## config.mk

```make
export PLATFORM = sky130hd
export DESIGN_NAME = game_loop_ctrl_flat
export DESIGN_NICKNAME = d
export VERILOG_FILES = /design/src/rtl/game_loop_ctrl_if.sv /design/src/rtl/game_loop_ctrl.sv /design/src/flat_wrapper.sv
export SDC_FILE = /design/constraint.sdc
export NUM_CORES = 1
export LEC_CHECK = 0
export CAP_MARGIN = 20
export CORE_ASPECT_RATIO = 0.6
export CORE_MARGIN = 2
export CORE_UTILIZATION = 45
export CTS_CLUSTER_SIZE = 20
export DETAILED_ROUTE_END_ITERATION = 8
export PLACE_DENSITY = 0.66
export RECOVER_POWER = 25
export SLEW_MARGIN = 20
export SYNTH_ARGS = -nofsm -noshare
export SYNTH_HDL_FRONTEND = slang
export SYNTH_SLANG_ARGS = --single-unit
```

## constraint.sdc

```tcl
create_clock -name clk -period 2.5 [get_ports clk]
set_input_delay 0.375 -clock clk [delete_from_list [all_inputs] [get_ports clk]]
set_output_delay 0.375 -clock clk [all_outputs]
set_load 0.03 [all_outputs]
```

## src/rtl/game_loop_ctrl_if.sv

```systemverilog
// Game loop controller bundle: player/painter/collision inputs and the
// registered game-state outputs. master drives the inputs, slave is the controller.
interface game_loop_ctrl_if #(
    parameter int FPS     = 60,
    parameter int SPEED_W = 15,
    parameter int LIVES   = 3
);
    logic                         jumping;
    logic                         pause_btn;
    logic                         painter_finished;
    logic                         crash_in;

    logic                         tick;
    logic [$clog2(FPS)-1:0]       timer;
    logic [SPEED_W-1:0]           speed;
    logic [2:0]                   state;
    logic                         start;
    logic                         restart;
    logic                         has_obstacles;
    logic [$clog2(LIVES+1)-1:0]   lives;
    logic                         invuln;

    modport master (
        output jumping, pause_btn, painter_finished, crash_in,
        input  tick, timer, speed, state, start, restart,
        input  has_obstacles, lives, invuln
    );

    modport slave (
        input  jumping, pause_btn, painter_finished, crash_in,
        output tick, timer, speed, state, start, restart,
        output has_obstacles, lives, invuln
    );
endinterface

```

## src/rtl/game_loop_ctrl.sv

```systemverilog
// Game loop controller: frame ticks from the painter, game FSM, speed ramp,
// lives/immunity and obstacle-free start window.
// Ports: clk, rst_n (async, active low), bus (game_loop_ctrl_if.slave):
//   in  jumping, pause_btn, painter_finished, crash_in
//   out tick, timer, speed, state, start, restart, has_obstacles, lives, invuln
module game_loop_ctrl #(
    parameter int FPS           = 60,
    parameter int SPEED_W       = 15,
    parameter int SPEED_INIT    = 6144,
    parameter int MAX_SPEED     = 13312,
    parameter int ACCEL         = 1,
    parameter int CLEAR_FRAMES  = 180,
    parameter int LIVES         = 3,
    parameter int INVULN_FRAMES = 120
) (
    input logic              clk,
    input logic              rst_n,
    game_loop_ctrl_if.slave  bus
);

    localparam int TW  = $clog2(FPS);
    localparam int LW  = $clog2(LIVES + 1);
    localparam int CW  = $clog2(CLEAR_FRAMES + 2);
    localparam int IW  = (INVULN_FRAMES > 0) ? $clog2(INVULN_FRAMES + 1) : 1;
    localparam int SW1 = SPEED_W + 1;

    localparam logic [TW-1:0]      TIMER_LAST = TW'(FPS - 1);
    localparam logic [CW-1:0]      CLR_LIM    = CW'(CLEAR_FRAMES);
    localparam logic [CW-1:0]      CLR_SAT    = CW'(CLEAR_FRAMES + 1);
    localparam logic [IW-1:0]      IMM_LOAD   = IW'(INVULN_FRAMES);
    localparam logic [LW-1:0]      LIVES_LOAD = LW'(LIVES);
    localparam logic [SW1-1:0]     MAX_EXT    = SW1'(MAX_SPEED);
    localparam logic [SW1-1:0]     ACCEL_EXT  = SW1'(ACCEL);
    localparam logic [SPEED_W-1:0] SPD_MAX    = SPEED_W'(MAX_SPEED);
    localparam logic [SPEED_W-1:0] SPD_INIT   = SPEED_W'(SPEED_INIT);

    typedef enum logic [2:0] {
        S_WAIT    = 3'd0,
        S_RUN     = 3'd1,
        S_PAUSE   = 3'd2,
        S_CRASH   = 3'd3,
        S_RESTART = 3'd4
    } state_t;

    state_t             state_q, nxt_state;

    logic               pf_q, jump_q, pause_q;
    logic               tick_q, nxt_tick;
    logic [TW-1:0]      timer_q, nxt_timer;
    logic [SPEED_W-1:0] speed_q, nxt_speed;
    logic               start_q, nxt_start;
    logic               restart_q, nxt_restart;
    logic               obst_q, nxt_obst;
    logic [LW-1:0]      lives_q, nxt_lives;
    logic               invuln_q, nxt_invuln;
    logic [CW-1:0]      clear_q, nxt_clear;
    logic [IW-1:0]      imm_q, nxt_imm;

    logic               pf_rise, jump_rise, pause_rise;
    logic               step, crash_hit;
    logic [SW1-1:0]     speed_sum;
    logic [SPEED_W-1:0] speed_inc;
    logic [CW-1:0]      clear_inc;

    assign pf_rise    = bus.painter_finished & ~pf_q;
    assign jump_rise  = bus.jumping & ~jump_q;
    assign pause_rise = bus.pause_btn & ~pause_q;

    // A game step is a painter frame edge; nothing steps while paused.
    assign step      = pf_rise && (state_q != S_PAUSE);
    assign crash_hit = bus.crash_in && !invuln_q;

    // One extra bit keeps the add from wrapping before the ceiling compare.
    assign speed_sum = {1'b0, speed_q} + ACCEL_EXT;
    assign speed_inc = (speed_sum > MAX_EXT) ? SPD_MAX
                                             : speed_sum[SPEED_W-1:0];

    assign clear_inc = (clear_q == CLR_SAT) ? clear_q : clear_q + CW'(1);

    always_comb begin
        nxt_state  = state_q;
        nxt_tick   = step;
        nxt_timer  = timer_q;
        nxt_speed  = speed_q;
        nxt_start  = start_q;
        nxt_obst   = obst_q;
        nxt_lives  = lives_q;
        nxt_clear  = clear_q;
        nxt_imm    = imm_q;

        if (step) begin
            nxt_timer = (timer_q == TIMER_LAST) ? '0 : timer_q + TW'(1);
        end

        unique case (state_q)
            S_WAIT: begin
                if (step && bus.jumping) begin
                    nxt_state = S_RUN;
                    nxt_start = 1'b1;
                    nxt_speed = SPD_INIT;
                end
            end
            S_RUN: begin
                if (step && crash_hit) begin
                    if (lives_q <= LW'(1)) begin
                        nxt_state = S_CRASH;
                        nxt_lives = '0;
                    end else begin
                        nxt_lives = lives_q - LW'(1);
                        nxt_imm   = IMM_LOAD;
                        nxt_clear = clear_inc;
                        nxt_obst  = obst_q | (clear_inc > CLR_LIM);
                    end
                end else if (pause_rise) begin
                    nxt_state = S_PAUSE;
                end else if (step) begin
                    nxt_speed = speed_inc;
                    nxt_clear = clear_inc;
                    nxt_obst  = obst_q | (clear_inc > CLR_LIM);
                    if (imm_q != '0) begin
                        nxt_imm = imm_q - IW'(1);
                    end
                end
            end
            S_PAUSE: begin
                if (pause_rise) begin
                    nxt_state = S_RUN;
                end
            end
            S_CRASH: begin
                // Edge only, so a jump still held from play cannot restart.
                if (jump_rise) begin
                    nxt_state = S_RESTART;
                end
            end
            S_RESTART: begin
                if (!bus.jumping) begin
                    nxt_state = S_WAIT;
                    nxt_start = 1'b0;
                    nxt_speed = '0;
                    nxt_clear = '0;
                    nxt_obst  = 1'b0;
                    nxt_imm   = '0;
                    nxt_lives = LIVES_LOAD;
                end
            end
            default: begin
                nxt_state = S_WAIT;
            end
        endcase

        nxt_restart = (nxt_state == S_RESTART);
        nxt_invuln  = (nxt_imm != '0);
    end

    always_ff @(posedge clk or negedge rst_n) begin
        if (!rst_n) begin
            state_q <= S_WAIT;
        end else begin
            state_q <= nxt_state;
        end
    end

    always_ff @(posedge clk or negedge rst_n) begin
        if (!rst_n) begin
            pf_q      <= 1'b0;
            jump_q    <= 1'b0;
            pause_q   <= 1'b0;
            tick_q    <= 1'b0;
            timer_q   <= '0;
            speed_q   <= '0;
            start_q   <= 1'b0;
            restart_q <= 1'b0;
            obst_q    <= 1'b0;
            lives_q   <= LIVES_LOAD;
            invuln_q  <= 1'b0;
            clear_q   <= '0;
            imm_q     <= '0;
        end else begin
            pf_q      <= bus.painter_finished;
            jump_q    <= bus.jumping;
            pause_q   <= bus.pause_btn;
            tick_q    <= nxt_tick;
            timer_q   <= nxt_timer;
            speed_q   <= nxt_speed;
            start_q   <= nxt_start;
            restart_q <= nxt_restart;
            obst_q    <= nxt_obst;
            lives_q   <= nxt_lives;
            invuln_q  <= nxt_invuln;
            clear_q   <= nxt_clear;
            imm_q     <= nxt_imm;
        end
    end

    assign bus.tick          = tick_q;
    assign bus.timer         = timer_q;
    assign bus.speed         = speed_q;
    assign bus.state         = state_q;
    assign bus.start         = start_q;
    assign bus.restart       = restart_q;
    assign bus.has_obstacles = obst_q;
    assign bus.lives         = lives_q;
    assign bus.invuln        = invuln_q;

endmodule
```

## src/flat_wrapper.sv

```systemverilog
// flat-port wrapper written by rule: the top's interface ports become plain ports
module game_loop_ctrl_flat 
#(
    parameter int FPS           = 60,
    parameter int SPEED_W       = 15,
    parameter int SPEED_INIT    = 6144,
    parameter int MAX_SPEED     = 13312,
    parameter int ACCEL         = 1,
    parameter int CLEAR_FRAMES  = 180,
    parameter int LIVES         = 3,
    parameter int INVULN_FRAMES = 120
)
  (clk, rst_n, bus_jumping, bus_pause_btn, bus_painter_finished, bus_crash_in, bus_tick, bus_timer, bus_speed, bus_state, bus_start, bus_restart, bus_has_obstacles, bus_lives, bus_invuln);
  game_loop_ctrl_if #(.FPS(FPS), .SPEED_W(SPEED_W), .LIVES(LIVES)) bus_i ();
  input logic clk;
  input logic rst_n;
  input wire logic [$bits(bus_i.jumping)-1:0] bus_jumping;
  input wire logic [$bits(bus_i.pause_btn)-1:0] bus_pause_btn;
  input wire logic [$bits(bus_i.painter_finished)-1:0] bus_painter_finished;
  input wire logic [$bits(bus_i.crash_in)-1:0] bus_crash_in;
  output wire logic [$bits(bus_i.tick)-1:0] bus_tick;
  output wire logic [$bits(bus_i.timer)-1:0] bus_timer;
  output wire logic [$bits(bus_i.speed)-1:0] bus_speed;
  output wire logic [$bits(bus_i.state)-1:0] bus_state;
  output wire logic [$bits(bus_i.start)-1:0] bus_start;
  output wire logic [$bits(bus_i.restart)-1:0] bus_restart;
  output wire logic [$bits(bus_i.has_obstacles)-1:0] bus_has_obstacles;
  output wire logic [$bits(bus_i.lives)-1:0] bus_lives;
  output wire logic [$bits(bus_i.invuln)-1:0] bus_invuln;
  assign bus_i.jumping = bus_jumping;
  assign bus_i.pause_btn = bus_pause_btn;
  assign bus_i.painter_finished = bus_painter_finished;
  assign bus_i.crash_in = bus_crash_in;
  assign bus_tick = bus_i.tick;
  assign bus_timer = bus_i.timer;
  assign bus_speed = bus_i.speed;
  assign bus_state = bus_i.state;
  assign bus_start = bus_i.start;
  assign bus_restart = bus_i.restart;
  assign bus_has_obstacles = bus_i.has_obstacles;
  assign bus_lives = bus_i.lives;
  assign bus_invuln = bus_i.invuln;
  game_loop_ctrl #(.FPS(FPS), .SPEED_W(SPEED_W), .SPEED_INIT(SPEED_INIT), .MAX_SPEED(MAX_SPEED), .ACCEL(ACCEL), .CLEAR_FRAMES(CLEAR_FRAMES), .LIVES(LIVES), .INVULN_FRAMES(INVULN_FRAMES)) u_core (.clk(clk), .rst_n(rst_n), .bus(bus_i));
endmodule
```

==> results of run 1 <==
area by class of cell:
class,instances,area [sq um],area share (%)
timing repair buffer,61,547,13.8
multi-input combinational,301,1870,47.0
inverter,12,45.0,1.14
sequential,49,1230,31.0
clock buffer,7,143,3.60
clock inverter,1,30.0,0.757
tap,87,109,2.74
synthesized netlist by cell type, types with 5 or more instances:
master / count / area [sq um]
nand2_1: 52 / 195
a21oi_1: 17 / 85.1
buf_2: 5 / 25.0
o221ai_1: 6 / 52.6
ha_1: 6 / 75.1
nor2_1: 33 / 124
clkbuf_1: 5 / 18.8
o31ai_1: 8 / 60.1
and3_1: 6 / 37.5
dfrtp_1: 47 / 1180
and2_1: 11 / 68.8
nand3_1: 16 / 80.1
nor2b_1: 6 / 37.5
o21ai_0: 33 / 165
nand4_1: 10 / 62.6
o211ai_1: 7 / 52.6
inv_1: 11 / 41.3
nor3_1: 8 / 40.0
metal layers:
| metal | part of all wire [%] | wire length, um | GRT usage [%] |
|---|---|---|---|
| met4 | 0.68 | 61 | 3.93 |
| met5 | 0 | 0 | 0 |
| met3 | 8.2 | 742 | 6.03 |
| met1 | 54 | 4840 | 40.7 |
| met2 | 37 | 3370 | 28.8 |
state kept, by name (all words and copies together) (netlist names), 2 cells and up:
signal and flops:
u_core.bus.speed 15, u_core.bus.timer 6, u_core.imm_q 7, u_core.bus.lives 2
u_core.clear_q 8, u_core.bus.state 3
metrics by stage:
step	std cells	utilization [%]	setup WS [ps]
floorplan	378	-	355
global placement	509	55.7	123
detailed placement	509	55.7	42.3
CTS	518	58.3	205
global route	518	58.2	9.18
finish	518	58.2	183
power by group through the flow:
| stage | clock (uW) | combinational, uW | sequential [uW] |
|---|---|---|---|
| final | 802 | 1860 | 1330 |
| after global routing | 855 | 2020 | 1380 |
| after CTS | 815 | 1850 | 1320 |
| after detailed placement | 0 | 1840 | 1330 |
| after global placement | 0 | 1830 | 1330 |
| after floorplan | 0 | 1060 | 1430 |
kinds of logic (layout without fill, tap and decap cells):
| kind of cell | after synthesis | in the layout |
|---|---|---|
| adder cells (fa/ha/maj) | 6 | 6 |
| XOR/XNOR | 7 | 7 |
| AO/OA/AOI/OAI | 116 | 116 |
| flip-flops | 49 | 49 |
| buffers and inverters | 28 | 81 |
| multiplexers | 2 | 2 |
| AND/OR/NAND/NOR | 170 | 170 |
critical path, stage by stage (launching register included):
cell and delay [ps]:
dfrtp_1 480, ha_1 350, and2_1 190, and3_1 180, nand4b_1 220, a21oi_4 410
o21ai_2 150, o311ai_2 240
worst paths after layout:
check                                          from             endpoint  slack, ps  depth (start not counted)
worst min register to register     u_core.bus.start     u_core.bus.start        540                          2
max in group asynchronous                     rst_n    u_core.clear_q[3]        700                          3
worst max-delay path            u_core.bus.speed[0]  u_core.bus.speed[2]        180                          7
worst min-delay path               u_core.bus.start     u_core.bus.start        540                          2
worst max register to register  u_core.bus.speed[0]  u_core.bus.speed[2]        180                          7
min in group asynchronous                     rst_n      u_core.imm_q[0]        610                          2
==> key figures, run 1 <==
Logic synthesis
  – Post-synthesis cell type count: 70
  – Largest family of logic cells by synthesized area: simple AND/OR/NAND/NOR gates
  – Synth Area in XOR/XNOR: 1.90%
  – Seq/Total Area, Yosys: 38.0%
  – #FFs+latches synth: 49
  – Post-synthesis mux area share: 0.619%
  – Compound-Gate Fraction of Synth Area: 25.4%
  – Post-synth EDFFs: 0
  – Yosys warnings: 0
  – Post-synthesis simple-gate area fraction: 27.4%
  – Syn Std Cell Area: 3230 sq um
  – Cells after Synth: 378
  – Synth async-reset ratio: 100%
  – Syn_area_per_cell: 8.55 sq um
  – Syn nets: 390
  – Adder-Cell Fraction of Synth Area: 2.32%
  – Most used DFF post-synth: dfrtp_1

GRT
  – Tot GR Track Use: 23.8%
  – Global route overflow: 0
  – Largest net degree at the start of global routing: 26
  – Initial antenna violation count: 0
  – First-pass GRT wire length: 15.0 mm
  – Vias in the first global route: 2819

Routing
  – Via/cell ratio: 6.14
  – Routed length per instance: 17.4 um
  – 1st-iter DRT viols: 286
  – WL final: 9.01 mm
  – Drt drc: 0
  – DRT antenna net count: 0
  – DR vias: 3182
  – Drt first pass iters: 5

Critical path
  – CP Launch Type: register
  – CP Data Required Time: 2690 ps
  – Crit-path max FO: 10
  – CP arrival: 2510 ps
  – Critical path type: reg -> reg
  – Crit end category: register

Pwr
  – Psw: 1730 uW
  – Switching Fraction: 43.3%
  – Pleak: 0.00162 uW
  – Clk pwr share: 20.1%
  – Total power: 4000 uW
  – Power Dens Cells: 1010 nW/um^2
  – Internal Power: 2270 uW
  – Seq pwr share: 33.3%
  – Max IR drop VDD: 703 uV
  – Comb pwr share: 46.6%

Floorplan
  – Core Box Area: 6820 sq um
  – Die span in x: 113 um
  – Initial core utilization: 47.4%
  – Die height: 69.7 um
  – Die area: 7900 sq um
  – Rows: 23
  – Ports: 37

Clock tree
  – CTS Buf Count: 5
  – CTS sink cnt: 49
  – # resized after CTS: 0
  – Clock Latency Late Sink: 290 ps
  – Postcts setup bufs: 0
  – Clock Tree Root: clkbuf_16
  – Clock Pin Slew Worst Setup and Hold Paths: 70 ps
  – Cts hold-fix bufs: 1
  – H-tree depth: 2
  – Clock Tree Buf Depth: 2
  – CTS tree: done

Job
  – Max-cap violations: 0

Timing
  – Final Max Tran Viols: 0
  – Slew headroom: 42.2%
  – Highest Clock Rate: 0.432 GHz
  – Worst Hold Margin: 543 ps
  – Final TNS setup: 0 ps
  – Hold Vio Cnt, Final: 0
  – Fin Clk Skew: 2.91 ps
  – Tightest Pin Transition: 868 ps
  – Tcrit/Tclk final: 92.7%
  – Setup violations, final: 0
  – Min Tclk post-route: 2320 ps
  – RSZ-0062 raised after global routing: false

Layout
  – Total Nets Final: 442
  – Most frequent cells in the layout: 52 x nand2_1, 47 x dfrtp_1, 33 x nor2_1, 33 x o21ai_0, 33 x clkdlybuf4s50_1
  – Most common cell after layout, fill and taps aside: nand2_1
  – Post-synthesis to final-layout area growth: 22.7%
  – Fillers: 645
  – Number of diodes: 0
  – Cell area after layout: 3970 sq um
  – Ratio of cells with drive above 1 in the final layout: 10.7%

Place
  – Number of port buffers: 36
  – Area after DPL: 3800 sq um
  – Gpl congestion: 0.959
  – DP HPWL: 6.86 mm

Worst hold path
  – Hold Path Class: reg -> reg

Status
  – Status: finished, final reports clean
No activity file was read; power rests on OpenSTA's default activity.
==> run 2, diff against run 1 <==
--- a/config.mk
+++ b/config.mk
@@ -6,12 +6,14 @@
 export NUM_CORES = 1
 export LEC_CHECK = 0
 export CAP_MARGIN = 20
+export CELL_PAD_IN_SITES_DETAIL_PLACEMENT = 1
+export CELL_PAD_IN_SITES_GLOBAL_PLACEMENT = 2
 export CORE_ASPECT_RATIO = 0.6
 export CORE_MARGIN = 2
-export CORE_UTILIZATION = 45
+export CORE_UTILIZATION = 34
 export CTS_CLUSTER_SIZE = 20
 export DETAILED_ROUTE_END_ITERATION = 8
-export PLACE_DENSITY = 0.66
+export PLACE_DENSITY_LB_ADDON = 0.1
 export RECOVER_POWER = 25
 export SLEW_MARGIN = 20
 export SYNTH_ARGS = -nofsm -noshare
==> key figures, run 2 (synthesis gave the netlist of run 1 again) <==
Layout
  – Final core occ: 43.9% (was 58.2%)
  – Total Nets Final: 449 (was 442)
  – Ratio of cells with drive above 1 in the final layout: 12.6% (was 10.7%)
  – Post-synthesis to final-layout area growth: 25.3% (was 22.7%)
  – Largest register FFs: 15 (unchanged)
  – Most common cell after layout, fill and taps aside: nand2_1 (unchanged)
  – Number of diodes: 0 (unchanged)
  – Most frequent cells in the layout: 52 x nand2_1, 47 x dfrtp_1, 33 x nor2_1, 33 x o21ai_0, 33 x clkdlybuf4s50_1 (unchanged)

Clock tree
  – Postcts setup bufs: 0 (unchanged)
  – Cts hold-fix bufs: 0 (was 1)
  – Clock Tree Root: clkbuf_16 (unchanged)
  – CTS tree: done (unchanged)
  – Clock Latency Late Sink: 290 ps (about the same)
  – H-tree depth: 2 (unchanged)
  – Clock Tree Buf Depth: 2 (unchanged)
  – # resized after CTS: 0 (unchanged)
  – CTS Buf Count: 5 (unchanged)
  – CTS sink cnt: 49 (unchanged)
  – Clock Pin Slew Worst Setup and Hold Paths: 70 ps (about the same)

Critical path
  – Critical path type: reg -> reg (unchanged)
  – CP Launch Type: register (unchanged)
  – CP max-delay cell: or3b_2 (was dfrtp_1)
  – CP Data Required Time: 2650 ps (was 2690 ps)
  – Critical-path cell list: inv_1, ha_1, or3b_2, o41ai_1, o31a_1, o311ai_0, a211oi_1, nand4b_1 (was ha_1, and2_1, and3_1, nand4b_1, a21oi_4, o21ai_2, o311ai_2)
  – CP arrival: 2460 ps (was 2510 ps)
  – Crit end category: register (unchanged)
  – Crit-path max FO: 6 (was 10)
  – CP peak stage delay: 450 ps (was 480 ps)
  – Critical path's top delay family: compound AO/OA/AOI/OAI gates (unchanged)
  – Worst path buffer plus inverter count: 1 (was 0)

Floorplan
  – Die span in x: 130 um (was 113 um)
  – Die area: 10300 sq um (was 7900 sq um)
  – Initial core utilization: 35.1% (was 47.4%)
  – Rows: 27 (was 23)
  – Core Box Area: 9220 sq um (was 6820 sq um)
  – Ports: 37 (unchanged)
  – Die height: 79.5 um (was 69.7 um)

Pwr
  – Psw: 1790 uW (was 1730 uW)
  – Switching Fraction: 44.8% (was 43.3%)
  – Seq pwr share: 32.9% (was 33.3%)
  – Comb pwr share: 50.0% (was 46.6%)
  – Total power: 3990 uW (was 4000 uW)
  – Internal Power: 2200 uW (was 2270 uW)
  – Clk pwr share: 17.2% (was 20.1%)
  – Power Dens Cells: 985 nW/um^2 (was 1010 nW/um^2)
  – Max IR drop VDD: 536 uV (was 703 uV)
  – Pleak: 0.00165 uW (was 0.00162 uW)

Timing
  – Fin Clk Skew: 4.21 ps (was 2.91 ps)
  – Tcrit/Tclk final: 92.2% (was 92.7%)
  – RSZ-0062 raised after global routing: false (unchanged)
  – Min Tclk post-route: 2310 ps (was 2320 ps)
  – Final TNS setup: 0 ps (unchanged)
  – Highest Clock Rate: 0.434 GHz (was 0.432 GHz)
  – Hold Vio Cnt, Final: 0 (unchanged)
  – Slew headroom: -23.2% (was 42.2%)
  – Final Max Tran Viols: 33 (was 0)
  – Tightest Pin Transition: 1850 ps (was 868 ps)
  – Setup violations, final: 0 (unchanged)

Routing
  – Drt first pass iters: 4 (was 5)
  – Met2 wire len: 3.78 mm (was 3.37 mm)
  – Top layer reached by signal wires: met4 (unchanged)
  – Routed length per instance: 18.9 um (was 17.4 um)
  – DR vias: 3245 (was 3182)
  – Via/cell ratio: 5.72 (was 6.14)
  – DRT antenna net count: 0 (unchanged)
  – WL final: 10.7 mm (was 9.01 mm)
  – 1st-iter DRT viols: 268 (was 286)
  – WL met1: 6.38 mm (was 4.84 mm)
  – Drt drc: 0 (unchanged)
  – Met3 wire length: 493 um (was 742 um)

GRT
  – First-pass GRT wire length: 17.8 mm (was 15.0 mm)
  – Tot GR Track Use: 22.4% (was 23.8%)
  – Largest net degree at the start of global routing: 33 (was 26)
  – Global route overflow: 0 (unchanged)
  – Vias in the first global route: 3124 (was 2819)
  – Initial antenna violation count: 0 (unchanged)

Job
  – Max-cap violations: 1 (was 0)

Worst hold path
  – Hold Path Class: reg -> reg (unchanged)

Place
  – DP HPWL: 8.31 mm (was 6.86 mm)
  – Number of port buffers: 36 (unchanged)
  – Gpl congestion: 0.905 (was 0.959)

Status
  – Status: finished, violations left (was finished, final reports clean)
  – Failing checks: capacitance limit, slew limit
==> run 2: cell types whose count changed in the layout (fill, tap and decap cells not counted) <==
cell,before,now
buf_4,20,31
clkbuf_1,4,2
bufinv_16,1,0
clkbuf_2,1,0
dlygate4sd3_1,3,2
==> run 2: tightest hold or removal path, delay by kind of cell (launching register included) <==
family / cells / cell delay, ps
flip-flops: 1 / 350
AO/OA/AOI/OAI: 1 / 80
AND/OR/NAND/NOR: 1 / 60
==> run 2: worst paths after layout <==
kind                       slack, ps  depth (start not counted)        startpoint              endpoint
hold / removal                   530                          2  u_core.bus.start      u_core.bus.start
setup reg to reg                 190                          8   u_core.imm_q[0]     u_core.bus.invuln
min in group asynchronous        590                          1             rst_n       u_core.imm_q[5]
hold reg to reg                  530                          2  u_core.bus.start      u_core.bus.start
setup / recovery                 190                          8   u_core.imm_q[0]     u_core.bus.invuln
max in group asynchronous        860                          1             rst_n  u_core.bus.speed[11]
==> run 2: layout make-up <==
cell class              count  area (sq um)
well taps                 130           163
multi-input cells         301          1870
fillers                  1074          5170
flip-flops and latches     49          1230
repair buffers             68           607
clock buffers               7           143
inverters                  12          45.0
==> run 2: power groups by stage <==
stage	Clock (uW)	Sequential [uW]	Combinational, uW
floorplan	0	1430	1060
global placement	0	1310	1970
detailed placement	0	1310	1980
CTS	709	1300	1990
global route	747	1350	2180
finish	685	1310	1990
==> run 2: metrics by stage <==
stage / worst slack [ps] / cell area (sq um) / std cells / hold WS (ps)
floorplan: 355 / 3230 / 378 / 79.4
global placement: 144 / 3910 / 560 / 493
detailed placement: -2.41 / 3910 / 560 / 500
CTS: 189 / 4050 / 567 / 187
global route: 14.2 / 4050 / 567 / 568
finish: 195 / 4050 / 567 / 530
==> run 2: per-layer routing <==
metal | GRT usage (%) | vias up
met5 | 0 | -
met1 | 39.9 | 1635
met3 | 3.62 | 5
li1 | - | 1532
met4 | 3.23 | 0
met2 | 26.5 | 73
==> run 3, diff against run 2 <==
--- a/config.mk
+++ b/config.mk
@@ -5,7 +5,6 @@
 export SDC_FILE = /design/constraint.sdc
 export NUM_CORES = 1
 export LEC_CHECK = 0
-export CAP_MARGIN = 20
 export CELL_PAD_IN_SITES_DETAIL_PLACEMENT = 1
 export CELL_PAD_IN_SITES_GLOBAL_PLACEMENT = 2
 export CORE_ASPECT_RATIO = 0.6
==> results of run 3 <==
Final layout, timing and power as in run 2 (identical DEF).
